<file path="config.mk">
export PLATFORM = sky130hd
export DESIGN_NAME = esfa_op_sequencer
export DESIGN_NICKNAME = d
export VERILOG_FILES = /design/src/rtl/esfa_pkg.sv /design/src/rtl/esfa_hit_select.sv /design/src/rtl/esfa_op_sequencer.sv
export SDC_FILE = /design/constraint.sdc
export NUM_CORES = 1
export LEC_CHECK = 0
export CORE_UTILIZATION = 35
export DETAILED_ROUTE_END_ITERATION = 10
export HOLD_SLACK_MARGIN = 0.06
export PLACE_DENSITY = 0.79
export SLEW_MARGIN = 20
export SYNTH_ARGS = -nofsm -noshare
export SYNTH_HDL_FRONTEND = slang
export SYNTH_SLANG_ARGS = --single-unit
</file>
<file path="constraint.sdc">
create_clock -name clk -period 1.7 [get_ports clk]
set_input_delay 0.425 -clock clk [delete_from_list [all_inputs] [get_ports clk]]
set_output_delay 0.425 -clock clk [all_outputs]
set_load 0.01 [all_outputs]
</file>
<file path="src/rtl/esfa_pkg.sv">
// esfa_pkg
// Shared definitions for the ESFA op sequencer and its helpers:
//   - ESFA_W             default data / handle / array-code width
//   - SEL_*              cell-bus selector opcodes (8-bit)
//   - op_e               host command opcodes carried on cmd_op
//   - state_e            sequencer FSM states
package esfa_pkg;

    localparam int ESFA_W = 8;

    localparam logic [7:0] SEL_UPDATE       = 8'd0;
    localparam logic [7:0] SEL_LOOKUP_SCAN  = 8'd1;
    localparam logic [7:0] SEL_ENCODE       = 8'd2;
    localparam logic [7:0] SEL_CONGRUE_UP   = 8'd3;
    localparam logic [7:0] SEL_CONGRUE_DOWN = 8'd4;
    localparam logic [7:0] SEL_MARK_AVAIL   = 8'd5;
    localparam logic [7:0] SEL_ENRANK       = 8'd6;
    localparam logic [7:0] SEL_NOP          = 8'd8;

    typedef enum logic [1:0] {
        OP_LOOKUP = 2'd0,
        OP_ALLOC  = 2'd1,
        OP_DELETE = 2'd2,
        OP_RANK   = 2'd3
    } op_e;

    typedef enum logic [2:0] {
        IDLE    = 3'd0,
        ISSUE   = 3'd1,
        SAMPLE  = 3'd2,
        ISSUE2  = 3'd3,
        SAMPLE2 = 3'd4,
        RESP    = 3'd5
    } state_e;

endpackage

</file>
<file path="src/rtl/esfa_hit_select.sv">
// esfa_hit_select
// Combinational lowest-index priority select over the per-cell responses.
// Ports:
//   bool_i     per-cell match flags
//   result_i   packed per-cell results, cell k at [k*W +: W]
//   context_i  packed per-cell contexts, same packing
//   anyHit_o   at least one flag set
//   hitIdx_o   index (handle) of the lowest set flag, 0 when none
//   result_o   result of the selected cell, 0 when none
//   context_o  context of the selected cell, 0 when none
module esfa_hit_select
    import esfa_pkg::*;
#(
    parameter int N_CELLS = 8,
    parameter int W       = ESFA_W
) (
    input  logic [N_CELLS-1:0]   bool_i,
    input  logic [N_CELLS*W-1:0] result_i,
    input  logic [N_CELLS*W-1:0] context_i,
    output logic                 anyHit_o,
    output logic [W-1:0]         hitIdx_o,
    output logic [W-1:0]         result_o,
    output logic [W-1:0]         context_o
);

    // Walking from the top index down lets the lowest set flag overwrite
    // any higher one, which gives lowest-index priority without a break.
    always_comb begin
        anyHit_o  = |bool_i;
        hitIdx_o  = '0;
        result_o  = '0;
        context_o = '0;
        for (int k = N_CELLS - 1; k >= 0; k--) begin
            if (bool_i[k]) begin
                hitIdx_o  = W'(k);
                result_o  = result_i[k*W +: W];
                context_o = context_i[k*W +: W];
            end
        end
    end

endmodule

</file>
<file path="src/rtl/esfa_op_sequencer.sv">
// esfa_op_sequencer
// Command-level controller for the ESFA cell array. Takes one host command
// at a time, drives the selector sequence on the shared cell bus, reduces
// the registered cell responses and returns one result.
// Ports:
//   clk, reset            clock, synchronous active-low reset
//   cmd_valid/cmd_ready   command handshake (ready only in IDLE)
//   cmd_op/array/index/value  command fields
//   rsp_valid/rsp_ready   response handshake, response held until accepted
//   rsp_hit/value/rank    response fields
//   cell_selector, cell_metadata, cell_index, cell_value, cell_is_metadata
//                         registered broadcast bus, NOP when idle
//   cell_bool, cell_result, cell_context  registered per-cell responses
module esfa_op_sequencer
    import esfa_pkg::*;
#(
    parameter int N_CELLS = 8,
    parameter int W       = ESFA_W
) (
    input  logic                 clk,
    input  logic                 reset,
    input  logic                 cmd_valid,
    output logic                 cmd_ready,
    input  logic [1:0]           cmd_op,
    input  logic [W-1:0]         cmd_array,
    input  logic [W-1:0]         cmd_index,
    input  logic [W-1:0]         cmd_value,
    output logic                 rsp_valid,
    input  logic                 rsp_ready,
    output logic                 rsp_hit,
    output logic [W-1:0]         rsp_value,
    output logic [W-1:0]         rsp_rank,
    output logic [7:0]           cell_selector,
    output logic [W-1:0]         cell_metadata,
    output logic [W-1:0]         cell_index,
    output logic [W-1:0]         cell_value,
    output logic                 cell_is_metadata,
    input  logic [N_CELLS-1:0]   cell_bool,
    input  logic [N_CELLS*W-1:0] cell_result,
    input  logic [N_CELLS*W-1:0] cell_context
);

    state_e       state_q, state_d;
    op_e          op_q, op_d;
    logic [W-1:0] index_q, index_d;
    logic [W-1:0] value_q, value_d;
    logic [W-1:0] handle_q, handle_d;

    logic [7:0]   busSel_q, busSel_d;
    logic [W-1:0] busMeta_q, busMeta_d;
    logic [W-1:0] busIndex_q, busIndex_d;
    logic [W-1:0] busValue_q, busValue_d;
    logic         busIsMeta_q, busIsMeta_d;

    logic         rspHit_q, rspHit_d;
    logic [W-1:0] rspValue_q, rspValue_d;
    logic [W-1:0] rspRank_q, rspRank_d;

    logic         anyHit;
    logic [W-1:0] hitIdx;
    logic [W-1:0] hitResult;
    logic [W-1:0] hitContext;
    logic         cmdAccept;

    esfa_hit_select #(
        .N_CELLS (N_CELLS),
        .W       (W)
    ) u_hit_select (
        .bool_i    (cell_bool),
        .result_i  (cell_result),
        .context_i (cell_context),
        .anyHit_o  (anyHit),
        .hitIdx_o  (hitIdx),
        .result_o  (hitResult),
        .context_o (hitContext)
    );

    assign cmdAccept = cmd_valid && cmd_ready;

    // State register.
    always_ff @(posedge clk) begin
        if (!reset) begin
            state_q <= IDLE;
        end else begin
            state_q <= state_d;
        end
    end

    // Next-state logic. Only a successful ALLOC takes the second issue/sample
    // pass; a full array skips the write entirely.
    always_comb begin
        state_d = state_q;
        case (state_q)
            IDLE:    if (cmdAccept) state_d = ISSUE;
            ISSUE:   state_d = SAMPLE;
            SAMPLE:  state_d = (op_q == OP_ALLOC && anyHit) ? ISSUE2 : RESP;
            ISSUE2:  state_d = SAMPLE2;
            SAMPLE2: state_d = RESP;
            RESP:    if (rsp_ready) state_d = IDLE;
            default: state_d = IDLE;
        endcase
    end

    // Handshake outputs. cmd_ready is also gated by reset so it stays low for
    // the whole time reset is held, not only until the first edge.
    always_comb begin
        cmd_ready = reset && (state_q == IDLE);
        rsp_valid = (state_q == RESP);
    end

    // Datapath next values. The bus falls back to NOP with zero operands every
    // cycle it is not explicitly loaded, so mutating selectors last exactly
    // one cycle and are always followed by a NOP gap.
    always_comb begin
        op_d        = op_q;
        index_d     = index_q;
        value_d     = value_q;
        handle_d    = handle_q;
        busSel_d    = SEL_NOP;
        busMeta_d   = '0;
        busIndex_d  = '0;
        busValue_d  = '0;
        busIsMeta_d = 1'b0;
        rspHit_d    = rspHit_q;
        rspValue_d  = rspValue_q;
        rspRank_d   = rspRank_q;

        case (state_q)
            IDLE: begin
                if (cmdAccept) begin
                    op_d       = op_e'(cmd_op);
                    index_d    = cmd_index;
                    value_d    = cmd_value;
                    rspHit_d   = 1'b0;
                    rspValue_d = '0;
                    rspRank_d  = '0;
                    case (op_e'(cmd_op))
                        OP_LOOKUP: begin
                            busSel_d    = SEL_LOOKUP_SCAN;
                            busMeta_d   = cmd_array;
                            busIndex_d  = cmd_index;
                            busIsMeta_d = 1'b1;
                        end
                        OP_RANK: begin
                            busSel_d    = SEL_ENRANK;
                            busMeta_d   = cmd_array;
                            busIsMeta_d = 1'b1;
                        end
                        OP_ALLOC: begin
                            busSel_d = SEL_MARK_AVAIL;
                        end
                        OP_DELETE: begin
                            busSel_d    = SEL_CONGRUE_DOWN;
                            busMeta_d   = cmd_array;
                            busIndex_d  = cmd_index;
                            busIsMeta_d = 1'b1;
                        end
                        default: ;
                    endcase
                end
            end

            SAMPLE: begin
                case (op_q)
                    OP_ALLOC: begin
                        if (anyHit) begin
                            // Lowest free cell becomes the handle; the write
                            // addresses it through the metadata operand.
                            handle_d    = hitIdx;
                            busSel_d    = SEL_UPDATE;
                            busMeta_d   = hitIdx;
                            busIndex_d  = index_q;
                            busValue_d  = value_q;
                            busIsMeta_d = 1'b1;
                        end else begin
                            rspHit_d   = 1'b0;
                            rspValue_d = '0;
                            rspRank_d  = '0;
                        end
                    end
                    OP_DELETE: begin
                        rspHit_d   = 1'b1;
                        rspValue_d = '0;
                        rspRank_d  = '0;
                    end
                    default: begin
                        rspHit_d   = anyHit;
                        rspValue_d = hitResult;
                        rspRank_d  = hitContext;
                    end
                endcase
            end

            SAMPLE2: begin
                rspHit_d   = 1'b1;
                rspValue_d = handle_q;
                rspRank_d  = '0;
            end

            RESP: begin
                if (rsp_ready) begin
                    rspHit_d   = 1'b0;
                    rspValue_d = '0;
                    rspRank_d  = '0;
                end
            end

            default: ;
        endcase
    end

    // Datapath registers: latched command, bus drivers and response fields.
    always_ff @(posedge clk) begin
        if (!reset) begin
            op_q        <= OP_LOOKUP;
            index_q     <= '0;
            value_q     <= '0;
            handle_q    <= '0;
            busSel_q    <= SEL_NOP;
            busMeta_q   <= '0;
            busIndex_q  <= '0;
            busValue_q  <= '0;
            busIsMeta_q <= 1'b0;
            rspHit_q    <= 1'b0;
            rspValue_q  <= '0;
            rspRank_q   <= '0;
        end else begin
            op_q        <= op_d;
            index_q     <= index_d;
            value_q     <= value_d;
            handle_q    <= handle_d;
            busSel_q    <= busSel_d;
            busMeta_q   <= busMeta_d;
            busIndex_q  <= busIndex_d;
            busValue_q  <= busValue_d;
            busIsMeta_q <= busIsMeta_d;
            rspHit_q    <= rspHit_d;
            rspValue_q  <= rspValue_d;
            rspRank_q   <= rspRank_d;
        end
    end

    assign cell_selector    = busSel_q;
    assign cell_metadata    = busMeta_q;
    assign cell_index       = busIndex_q;
    assign cell_value       = busValue_q;
    assign cell_is_metadata = busIsMeta_q;
    assign rsp_hit          = rspHit_q;
    assign rsp_value        = rspValue_q;
    assign rsp_rank         = rspRank_q;

endmodule
</file>
* Word level (Yosys, flattened, before mapping) *
Index checks and enable logic that the tools add are counted.

word-level totals
  word-level logic and storage cells = 100
  output and inout port bits = 52
  input bits = 166
  register bits = 79

operators by class
  equality and inequality tests = 13
  multiplexer cells = 60
  reductions and logical operators = 14

operators by type and width
  operator                                             count
  two-way mux 8 bit                                    28
  one-hot mux 8 bit (4 select lines)                   3
  one-hot mux 8 bit (2 select lines)                   5
  two-way mux 3 bit                                    11
  one-hot mux 3 bit (6 select lines)                   1
  two-way mux 4 bit                                    2
  AND reduction 4 bit                                  2
  OR reduction 8 bit                                   1
  two-way mux 1 bit                                    7
  equality test 2 bit, second input constant           3
  equality test 3 x 2 -> 1 bit, second input constant  2
  equality test 3 bit, second input constant           2
  equality test 2 x 1 -> 1 bit, second input constant  2
  one-hot mux 1 bit (2 select lines)                   2
  one-hot mux 1 bit (4 select lines)                   1
  AND reduction 2 bit                                  2
  nonzero test 4 bit                                   1
  equality test 3 x 1 -> 1 bit, second input constant  1
  logical AND 1 bit                                    3
  zero test 3 bit                                      1
  != test 3 bit, second input constant                 1
  AND reduction 3 bit                                  1
  OR reduction 3 bit                                   1
  zero test 2 bit                                      1
  other kinds (3)                                      3

* Depth between registers and ports, before layout *
  depth after elaboration = 11
  mapped depth = 8
  gate-level depth less buffers = 7

* By module *
A second synthesis with hierarchy kept.

unflattened totals
  cell total of the unflattened synthesis = 492
  area total of the unflattened synthesis = 4040.1 µm²

by module, submodules not included
  module             sequential area each (µm²)  cells an instance  area an instance (µm²)  instances
  esfa_op_sequencer  1501.4                      329                2920.3                  1
  esfa_hit_select    0.0                         163                1119.8                  1

* Worst setup path after synthesis *
OpenSTA, ideal clock, no wires.

  path type = input port to flip-flop
  start = input port cell_bool[6]
  end = register rspRank_q[3] (netlist: rsp_rank[3])
  library setup time = 117 ps
  arrival time = 1685 ps
  slack = -103 ps
  stages on the path = 7
  required time = 1583 ps
  buffers on the path = 2
  cell sequence = and2b_1 buf_6 buf_8 a221o_1 a221oi_2 o31ai_1 a32o_1

between the ends
  cells in the longest elaborated chain, start to end = 9
  elaborated cells between the ends (all ways) = 12
  classes of those cells = eq/ne (1); mux (9); reduce/logical (2)

RTL lines
  what                                RTL line                  RTL
  start, declared                     esfa_op_sequencer.sv:38   input logic [N_CELLS-1:0] cell_bool,
  two-way mux 8 bit (7 in a row)      esfa_hit_select.sv:34     if (bool_i[k]) begin
  one-hot mux 8 bit (2 select lines)  esfa_op_sequencer.sv:164  case (op_q)
  one-hot mux 8 bit (4 select lines)  esfa_op_sequencer.sv:128  case (state_q)
  end signal, assigned                esfa_op_sequencer.sv:239  rspRank_q <= rspRank_d;
  end, declared                       esfa_op_sequencer.sv:57   logic [W-1:0] rspRank_q, rspRank_d;

Several ways; a longest one is shown, not always the timed one.
A chain may end at the register's enable or synchronous reset.

* Worst setup path in the final report *
  start = register state_q[2]
  end = output port cmd_ready

between the ends
  cells in the longest elaborated chain, start to end = 2

RTL lines
  what                    RTL line                  RTL
  start, declared         esfa_op_sequencer.sv:43   state_e state_q, state_d;
  start signal, assigned  esfa_op_sequencer.sv:85   state_q <= state_d;
  zero test 3 bit         esfa_op_sequencer.sv:107  cmd_ready = reset && (state_q == IDLE);
  logical AND 1 bit       esfa_op_sequencer.sv:107
  end, declared           esfa_op_sequencer.sv:23   output logic cmd_ready,

No other way between the ends.

==> impl_metrics.toml <==
[floorplanning]
io_pins = 218
core_area_sq_mm = 0.0104
die_h_microns = 106
die_area_sq_mm = 0.0113
fp-row-count = 37
die_w_microns = 106
start_util_pct = 36.5

[place]
dpl.hpwl_mm = 11.4
place_area_sq_mm = 0.00634
place_congestion = 0.883
port_buffers = 213

[detailed_routing]
viasPerCell = 5.29
ant_nets = 0
drc = 0
routed_wl_mm = 14.8
first_iter_violations = 212
post_drt_wl_per_cell_microns = 17.4
dr_total_vias = 4496
drtPass1Iterations = 5

[power_and_ir_drop]
p_leak_nw = 2.88
sw_frac_of_total_pct = 28.8
pwr-share-clk_pct = 30.3
combPwrFrac_pct = 31.0
power_density_mw_per_mm2 = 660
switchingPower_mw = 1.30
p_seq_share_pct = 38.7
p_int_mw = 3.23
vdd_drop_max_mv = 0.432

[sta]
setup_viol = 2
slew_viol_final = 0
fin_crit_ns = 1.75
rsz0062_at_grt = "true"
clock_skew_ns = 0.00690
final.period_utilization_pct = 103
worst_hold_slack_ns = 0.440
finalHoldViolations = 0
fmax_ghz = 0.570
worst_slack_ns = -0.0531

[run_status]
status = "finished, violations left"
violations = "negative setup slack"

[critical_path]
cpPeakStageDelay_ns = 0.40
critPathLaunch = "state_q[2]$_SDFFE_PN0P_"
worstSetupEndpoint = "cmd_ready"
critical-path-top-delay-family = "simple AND/OR/NAND/NOR gates"
cp.required_ns = 1.27
critPathArrivalTime_ns = 1.33
crit_slowest_cell = "or3b_4"
critPathCaptureType = "output port"
r2r_start = "state_q[2]$_SDFFE_PN0P_"
crit_type = "reg -> out"
regToRegSetupSlack_ns = -0.02
r2r_end = "rsp_value[1]$_SDFFE_PN0P_"
crit_buf_inv = 1
worstRegToRegCells = 7
start_kind = "flop"
path_cells = "or3b_4 > nor2_2 > buf_2"
cp_max_fo = 2
cp_num_cells = 3

[finish]
final_common_cell = "clkdlybuf4s50_1"
fin_area_sq_mm = 0.00687
layout-drive-gt1-share_pct = 20.6
syn_to_final_growth_pct = 80.9
nets = 877
multi_input_area_sq_mm = 0.00214
final_cell_mix = "clkdlybuf4s50_1 (186), dfxtp_1 (66), buf_4 (62)"
fill_cells = 855
antenna_cells = 0
regArea_sq_mm = 0.00141

[synth]
synth.largest_area_cell = "dfxtp_1"
ys.flop_type = "dfxtp_1"
syn_area_sq_mm = 0.00380
netlist_instances = 447
synth_edf_count = 0
synth_cell_types = 53
yosysWarnings = 0
synth.avg_cell_area_sq_um = 8.50
ys_seq_area_share_pct = 36.9
ys_ff_latch = 70
synthArstFlopShare_pct = 0
synth_top_area_share_pct = 36.9
synth_area_leaders = "dfxtp_1 (37%), nand2_1 (5.1%), a21oi_1 (5.0%), a32o_1 (3.7%), nor2_1 (3.3%)"

[cts]
clk-insertion-delay-late_ns = 0.36
path_clk_slew_ns = 0.08
clock-sinks = 70
clk_path_buf_depth = 2
numCtsBuffers = 9
h-tree-depth = 3
cts-root-buf = "clkbuf_8"
cts_tree = "done"
hold_buffers = 0

[global_routing]
grt_pass1_wl_mm = 22.7
grt.overflow.total = 0
grt_max_degree = 33
grtUsageTotal_pct = 26.0
grt_pass1_vias = 4512
grt_antenna_before_repair = 0

[flow_run]
drv_cap = 0

[hold_path]
hold_path_class = "reg -> reg"
-- tightest hold or removal path, delay by kind of cell (launching register included) --
kind	cells	cell delay [ns]
simple gates	2	0.10
flops	1	0.30
-- cells in the mapped netlist (9+ instances only) --
library cell and instances:
dfxtp_1 70, nand2_1 52, a21oi_1 38, nor2_1 33, inv_1 20, o21ai_0 16, o22ai_1 15, o31ai_1 15
a32o_1 14, a21boi_0 11, clkbuf_1 11, nand2b_1 11, buf_2 10, buf_6 10, a22oi_1 9, nor2b_1 9
-- routing by layer --
layer  share of wire, %  routed length (microns)  track usage [%]  vias to the layer above
met5                  0                        0                0                        -
met4                2.0                      299             8.93                        0
met3                7.6                     1130             4.48                       22
met2                 51                     7510             46.5                      236
met1                 40                     5880             31.2                     2088
li1                   -                        -                -                     2150
-- cell families (layout without fill, tap and decap cells) --
logic type / Yosys count / count (layout) / share of synthesized area, %
AO/OA/AOI/OAI: 166 / 166 / 32.6
AND/OR/NAND/NOR: 143 / 143 / 19.0
flip-flops: 70 / 70 / 36.9
buffers and inverters: 65 / 329 / 10.7
adder cells (fa/ha/maj): 2 / 2 / 0.659
other: 1 / 4 / 0.0987
-- what timing repair did --
action | 4_1_cts | 5_1_grt
cloned | 2 | 1
setup buffers | 9 | 6
resized for setup | 60 | 40
pin swaps | 17 | 13
setup endpoints to repair | 74 | 54
-- flip-flops by register name, summed over array words and instances, names as in the netlist --
name and flops:
rsp_hit 1, cell_metadata 8, op_q 2, value_q 8, cell_index 8, rsp_rank 8
handle_q 3, cell_value 8, rsp_value 8, cell_is_metadata 1, state_q 3, cell_selector 4
index_q 8
-- power groups by stage --
stage,registers (mW),logic [mW],clock network (mW)
floorplan,1.80,0.521,0
global placement,1.78,1.23,0
detailed placement,1.79,1.25,0
CTS,1.75,1.35,1.38
global route,1.76,1.50,1.47
finish,1.75,1.41,1.37
-- worst min path at each step --
stage	slack, ns	from	endpoint	depth (start not counted)
floorplan	0.41	value_q[0]$_SDFFE_PN0P_	cell_value[0]$_SDFF_PN0_	2
CTS	0.44	value_q[7]$_SDFFE_PN0P_	cell_value[7]$_SDFF_PN0_	2
finish	0.44	value_q[7]$_SDFFE_PN0P_	cell_value[7]$_SDFF_PN0_	2
detailed placement	0.43	value_q[7]$_SDFFE_PN0P_	cell_value[7]$_SDFF_PN0_	2
global placement	0.42	value_q[4]$_SDFFE_PN0P_	cell_value[4]$_SDFF_PN0_	2
global route	0.45	value_q[3]$_SDFFE_PN0P_	cell_value[3]$_SDFF_PN0_	2
-- layout make-up --
| class | instances | share of cell area [%] |
|---|---|---|
| clock buffers | 10 | 1.86 |
| inverters | 21 | 1.15 |
| flip-flops and latches | 70 | 20.5 |
| well taps | 136 | 2.48 |
| repair buffers | 292 | 41.9 |
| multi-input cells | 315 | 31.2 |
| clock inverters | 6 | 1.02 |
-- metrics by stage --
stage | setup TNS [ns] | total power [mW] | std cells | util [%] | setup slack (ns)
after floorplan | -0.567 | 2.32 | 450 | - | -0.0699
after global placement | -35.35 | 3.01 | 817 | 60.9 | -0.714
after detailed placement | -39.03 | 3.04 | 817 | 60.9 | -0.748
after CTS | -0.0409 | 4.49 | 844 | 64.7 | -0.0409
after global routing | -0.390 | 4.74 | 850 | 66.0 | -0.0955
final | -0.0732 | 4.54 | 850 | 66.0 | -0.0531
Power figures use the tool's default switching activity.
